**src/rtl/yon_bulucu_pkg.sv**
```systemverilog
// Shared widths, FSM state encoding and hop-rule constant for yon_bulucu.
package yon_bulucu_pkg;

    localparam int NODE_W = 4;
    localparam int DIR_W  = 2;
    localparam int HOPS_W = 2;

    // Offset in next(n,d) = (4*n[1:0] + HOP_K + d) mod 16
    localparam logic [NODE_W-1:0] HOP_K = 4'd3;

    typedef enum logic [1:0] {
        IDLE    = 2'd0,
        SEARCH1 = 2'd1,
        SEARCH2 = 2'd2,
        DONE    = 2'd3
    } state_t;

endpackage

```
**src/rtl/yon_bulucu_sonraki_dugum.sv**
```systemverilog
// Combinational hop rule: node reached from dugum_i when leaving in direction yon_i.
module sonraki_dugum
    import yon_bulucu_pkg::*;
(
    input  logic [NODE_W-1:0] dugum_i,
    input  logic [DIR_W-1:0]  yon_i,
    output logic [NODE_W-1:0] sonraki_o
);

    // Only the low two node bits select the group; the sum wraps at 16.
    assign sonraki_o = {dugum_i[1:0], 2'b00} + HOP_K + {2'b00, yon_i};

endmodule

```
**src/rtl/yon_bulucu.sv**
```systemverilog
// Route finder: searches 1-hop then (optionally) 2-hop routes from source to
// destination, testing one candidate direction per cycle.
// Optional 2-hop search enabled by defining YON_BULUCU_IKI_ATLAMA_EN.
module yon_bulucu
    import yon_bulucu_pkg::*;
(
    input  logic              clk,
    input  logic              rst,
    input  logic [NODE_W-1:0] kaynak_dugumu,
    input  logic [NODE_W-1:0] hedef_dugumu,
    input  logic              in_valid,
    output logic              in_ready,
    output logic              out_valid,
    input  logic              out_ready,
    output logic [DIR_W-1:0]  yon,
    output logic [DIR_W-1:0]  ikinci_yon,
    output logic [HOPS_W-1:0] atlama_sayisi,
    output logic              bulundu
);

    state_t              state_q, state_d;
    logic [3:0]          idx_q, idx_d;
    logic [NODE_W-1:0]   src_q, src_d;
    logic [NODE_W-1:0]   dst_q, dst_d;
    logic [DIR_W-1:0]    yon_q, yon_d;
    logic [HOPS_W-1:0]   hops_q, hops_d;
    logic                found_q, found_d;
    logic [DIR_W-1:0]    d1;
    logic [NODE_W-1:0]   hop1;

`ifdef YON_BULUCU_IKI_ATLAMA_EN
    logic [DIR_W-1:0]    yon2_q, yon2_d;
    logic [NODE_W-1:0]   hop2;

    // In SEARCH2 the first hop direction comes from the upper index bits.
    assign d1 = (state_q == SEARCH2) ? idx_q[3:2] : idx_q[1:0];
`else
    assign d1 = idx_q[1:0];
`endif

    sonraki_dugum u_hop1 (
        .dugum_i   (src_q),
        .yon_i     (d1),
        .sonraki_o (hop1)
    );

`ifdef YON_BULUCU_IKI_ATLAMA_EN
    sonraki_dugum u_hop2 (
        .dugum_i   (hop1),
        .yon_i     (idx_q[1:0]),
        .sonraki_o (hop2)
    );
`endif

    // Next-state and result computation; one candidate is examined per cycle.
    always_comb begin
        state_d = state_q;
        idx_d   = idx_q;
        src_d   = src_q;
        dst_d   = dst_q;
        yon_d   = yon_q;
        hops_d  = hops_q;
        found_d = found_q;
`ifdef YON_BULUCU_IKI_ATLAMA_EN
        yon2_d  = yon2_q;
`endif
        case (state_q)
            IDLE: begin
                if (in_valid) begin
                    src_d   = kaynak_dugumu;
                    dst_d   = hedef_dugumu;
                    idx_d   = '0;
                    yon_d   = '0;
                    hops_d  = '0;
                    found_d = 1'b0;
`ifdef YON_BULUCU_IKI_ATLAMA_EN
                    yon2_d  = '0;
`endif
                    if (kaynak_dugumu == hedef_dugumu) begin
                        state_d = DONE;
                        found_d = 1'b1;
                    end else begin
                        state_d = SEARCH1;
                    end
                end
            end
            SEARCH1: begin
                if (hop1 == dst_q) begin
                    state_d = DONE;
                    yon_d   = idx_q[1:0];
                    hops_d  = 2'd1;
                    found_d = 1'b1;
                end else if (idx_q == 4'd3) begin
`ifdef YON_BULUCU_IKI_ATLAMA_EN
                    state_d = SEARCH2;
                    idx_d   = '0;
`else
                    // No 2-hop search: report "not found" with zeroed fields.
                    state_d = DONE;
`endif
                end else begin
                    idx_d = idx_q + 4'd1;
                end
            end
`ifdef YON_BULUCU_IKI_ATLAMA_EN
            SEARCH2: begin
                if (hop2 == dst_q) begin
                    state_d = DONE;
                    yon_d   = idx_q[3:2];
                    yon2_d  = idx_q[1:0];
                    hops_d  = 2'd2;
                    found_d = 1'b1;
                end else if (idx_q == 4'd15) begin
                    state_d = DONE;
                end else begin
                    idx_d = idx_q + 4'd1;
                end
            end
`endif
            DONE: begin
                idx_d = '0;
                if (out_ready) begin
                    state_d = IDLE;
                end
            end
            default: begin
                state_d = IDLE;
            end
        endcase
    end

    // Control and result registers; reset drops any pending request.
    always_ff @(posedge clk) begin
        if (rst) begin
            state_q <= IDLE;
            idx_q   <= '0;
            yon_q   <= '0;
            hops_q  <= '0;
            found_q <= 1'b0;
`ifdef YON_BULUCU_IKI_ATLAMA_EN
            yon2_q  <= '0;
`endif
        end else begin
            state_q <= state_d;
            idx_q   <= idx_d;
            yon_q   <= yon_d;
            hops_q  <= hops_d;
            found_q <= found_d;
`ifdef YON_BULUCU_IKI_ATLAMA_EN
            yon2_q  <= yon2_d;
`endif
        end
    end

    // Captured request nodes; only meaningful after an accept.
    always_ff @(posedge clk) begin
        src_q <= src_d;
        dst_q <= dst_d;
    end

    assign in_ready      = (state_q == IDLE) && !rst;
    assign out_valid     = (state_q == DONE);
    assign yon           = yon_q;
    assign atlama_sayisi = hops_q;
    assign bulundu       = found_q;
`ifdef YON_BULUCU_IKI_ATLAMA_EN
    assign ikinci_yon    = yon2_q;
`else
    assign ikinci_yon    = '0;
`endif

endmodule

```
**config.mk**
```make
export PLATFORM = sky130hd
export DESIGN_NAME = yon_bulucu
export DESIGN_NICKNAME = d
export VERILOG_FILES = /design/src/rtl/yon_bulucu_pkg.sv /design/src/rtl/yon_bulucu_sonraki_dugum.sv /design/src/rtl/yon_bulucu.sv
export SDC_FILE = /design/constraint.sdc
export NUM_CORES = 1
export LEC_CHECK = 0
export ABC_AREA = 1
export CAP_MARGIN = 20
export CORE_MARGIN = 2
export CORE_UTILIZATION = 41
export CTS_BUF_LIST = sky130_fd_sc_hd__clkbuf_16
export DETAILED_ROUTE_END_ITERATION = 8
export PLACE_DENSITY = 0.7
export SLEW_MARGIN = 25
export SYNTH_ARGS = -nofsm -noshare
export SYNTH_HDL_FRONTEND = slang
export SYNTH_SLANG_ARGS = --single-unit
```
**constraint.sdc**
```tcl
create_clock -name clk -period 3.1 [get_ports clk]
set_clock_uncertainty 0.05 [all_clocks]
set_input_delay 0.62 -clock clk [delete_from_list [all_inputs] [get_ports clk]]
set_output_delay 0.62 -clock clk [all_outputs]
set_load 0.005 [all_outputs]
```
==> results.rst <==
.. list-table::
   :header-rows: 1

   * - Metric
     - Value
   * - Part of the Yosys area used for sequential elements
     - about two fifths
   * - Synthesis Warnings
     - 0
   * - Predominant post-synthesis flop cell
     - dfxtp_1
   * - Total of fill cells in the finished design
     - 204
   * - Netlist area before placement
     - 961 um^2
   * - Relative slew margins
     - 60.6%
   * - Clock insertion delay at the later pin of the skew report
     - 250 ps
   * - Clock H-tree levels
     - 1
   * - Library cell used as clock root buffer
     - clkbuf_16
   * - # DRC
     - 0
   * - Flops & latches, synth
     - 16
   * - Cell chain of the critical path
     - clkdlybuf4s50_1 > nor2_1 > clkdlybuf4s50_1
   * - Resized cells post-CTS
     - 0
   * - Maxcap violations
     - 0
   * - Total power density per cell area
     - ~600 nW/um^2
   * - Final-report max-slew violation count
     - 0
   * - Leakage power total
     - 0.000516 uW
   * - Period utilization
     - approximately 75%
   * - Cell count after synthesis
     - 118
   * - Final total power
     - 734 uW
   * - Number of buffers added by the clock tree synthesis step
     - 3
   * - Number of violations reported at the end of detailed-routing iteration 0
     - 6
   * - Part of the power in the clock network
     - a little over a third
   * - Routed vias
     - roughly 770
   * - Setup TNS
     - 0 ps
   * - Fin. Hold Viols
     - 0
   * - Post-synthesis cell type count
     - 26
   * - CP Max Fanout
     - 2
   * - Detailed Place HPWL
     - 1.33 mm
   * - Relative contribution of combinational cells to total power
     - 27.8%
   * - Data arrival time at the worst-slack endpoint
     - 1640 ps
   * - RSZ-0062 raised after global routing
     - no
   * - Antenna Violating Nets Remaining
     - 0
   * - Post-CTS Setup Bufs
     - 0
   * - Worst Tran Pin Value
     - 589 ps
   * - Clock Sink Count
     - 16
   * - Most frequent cell on the critical path
     - clkdlybuf4s50_1
   * - Internal power component
     - 505 uW
   * - Antenna violations before repair
     - 0
   * - Sequential cell area
     - 380 um^2
   * - Clock slew seen by the registers of the worst setup and hold paths
     - 50 ps
   * - DR vias/cell
     - between 4 and 5
   * - Most instantiated cells after synthesis
     - nand2_1 (29), inv_1 (16), dfxtp_1 (10), nor2_1 (9)
   * - Most instantiated library cell after synthesis
     - nand2_1
   * - Endpoint required time on the critical path
     - 2430 ps
   * - Total number of nets in the final design
     - ~150
   * - Syn Area/Cell
     - ~8 um^2
   * - Setup Crit Path Kind
     - in2out
   * - Top cells by area, synth
     - dfxtp_1 (21%), edfxtp_1 (19%), nand2_1 (11%), inv_1 (6.3%), xnor2_1 (5.5%)
   * - Floorplan die height
     - 52.4 um
   * - Slowest cell on the critical path
     - clkdlybuf4s50_1
   * - Boundary pin count
     - 21
   * - Layout cells sized above 1
     - between 10% and 20%
   * - Antenna Cells
     - 0
   * - All-Layer GR Usage
     - 15.7%
   * - Peak supply drop
     - 359 uV
   * - Share of total power in sequential cells
     - 37.0%
   * - Number of placed instances, taps included
     - about 160
   * - Number of global-route vias before repair
     - 808
   * - Run status
     - finished, final reports clean
   * - Synth async-reset ratio
     - 0%
   * - Total of endpoints with negative setup slack in the final report
     - 0
   * - Quantity of hold-fixing buffers added after cts
     - 0
   * - Synth top area share
     - 20.8%
   * - Min Clock Period, post-route
     - between 2000 and 2500 ps
   * - Switching power
     - 230 uW
   * - Effective utilization at floorplan
     - 43.4%
   * - Buffer levels on the longest clock path
     - 2
   * - Remaining global-route overflow
     - 0
   * - Count of input and output buffers
     - 17
   * - Routed wire length
     - 1.82 mm
   * - Path class of the lowest-slack min-delay path
     - reg2reg
   * - Area of combinational cells with multiple inputs
     - about 480 um^2
   * - Largest area contributor in the netlist
     - dfxtp_1
   * - Endpoint class of the critical path
     - output port
   * - Die W
     - about 52 um
   * - Clock tree from TritonCTS
     - built
   * - Number of synthesized flops with an enable pin
     - 6
   * - Die Area
     - 2750 um^2
   * - First-pass GRT wire length
     - 3.15 mm
   * - Site Rows
     - 17
   * - Router iterations before antenna repair
     - 2
   * - DR WL/cell
     - 11.0 um
   * - Signed area change from the synthesized netlist to the final layout
     - 27.2%
   * - Pin count of the biggest net entering global routing
     - 11
   * - Switching Fraction
     - 31.3%
   * - Final non-filler cell total
     - ~170
   * - Max frequency
     - 433 MHz
   * - Type of element launching the critical path
     - input pin
   * - Routability congestion estimate
     - 0.803
   * - Slowest Stage Delay on Critical Path
     - around 500 ps
   * - Core Region
     - around 2200 um^2
## stage by stage
step                      setup WS [ps]  util, %  instance area [um^2]  hold WS (ps)
after detailed placement            795     51.7                  1140           400
after global placement              784     51.7                  1140           397
final                               789     55.3                  1220           418
after global routing                752     55.3                  1220           428
after floorplan                    1370        -                   968           401
after CTS                           783     55.3                  1220           418
## layout make-up
type                            count  area share [%]
Clock inverter                      1           0.307
Clock buffer                        3            6.14
Timing Repair Buffer               18            14.5
Multi-Input combinational cell     81            39.5
Tap cell                           28            2.87
Inverter                           18            5.53
Sequential cell                    16            31.1
## per-layer routing
| layer | track usage (%) | share of wire (%) |
|---|---|---|
| met5 | 0 | 0 |
| met4 | 9.83 | 2.2 |
| met3 | 2.86 | 4.5 |
| met2 | 30.0 | 53 |
| met1 | 15.1 | 40 |
## worst paths after layout
check	from	end	slack, ps	cells past startpoint
worst max-delay path	rst	in_ready	790	3
worst min-delay path	atlama_sayisi[0]	atlama_sayisi[0]	420	2
worst max register to register	idx_q[0]	yon[1]	1170	12
worst min register to register	atlama_sayisi[0]	atlama_sayisi[0]	420	2
## placed cells by master (no fill, tap or decap), types with 2 or more instances in the layout
cell type | Yosys | routed
clkdlybuf4s50_1 | 0 | 17
edfxtp_1 | 6 | 6
inv_2 | 1 | 2
dfxtp_1 | 10 | 10
nand4_1 | 6 | 6
ha_1 | 2 | 2
nand2_1 | 29 | 29
nor2_1 | 9 | 9
a21oi_1 | 5 | 5
nand3_4 | 2 | 2
conb_1 | 1 | 3
o21ai_1 | 2 | 2
clkbuf_16 | 0 | 3
nand3_1 | 3 | 3
a21oi_2 | 5 | 5
inv_1 | 16 | 16
xor2_1 | 3 | 3
xnor2_1 | 6 | 6
## flip-flops by register name, indices dropped and copies added, names as in the netlist
register	cells
idx_q	4
atlama_sayisi	1
src_q	2
dst_q	4
bulundu	1
yon	2
state_q	2
## power by group through the flow
stage	registers [uW]	logic, uW	clock network (uW)
4_1_cts	272	207	260
3_3_place_gp	274	197	0
6_report	271	204	259
3_5_place_dp	275	203	0
5_1_grt	274	231	269
2_1_floorplan	266	161	0
## critical path, delay by kind of cell
kind | cells | cell delay, ps
simple gates | 1 | 100
buf+inv | 2 | 920
## cells by family (layout without fill, tap and decap cells)
logic type               Yosys count  in the layout  synth area share (%)
other                              1              3                 0.390
AO/OA/AOI/OAI                     14             14                  9.77
AND/OR/NAND/NOR                   53             53                  28.5
XOR/XNOR                           9              9                  8.20
adder cells (fa/ha/maj)            2              2                  2.60
flip-flops                        16             16                  39.6
buffers and inverters             23             40                  10.9
Note: power is estimated with default switching activity, not from simulation.
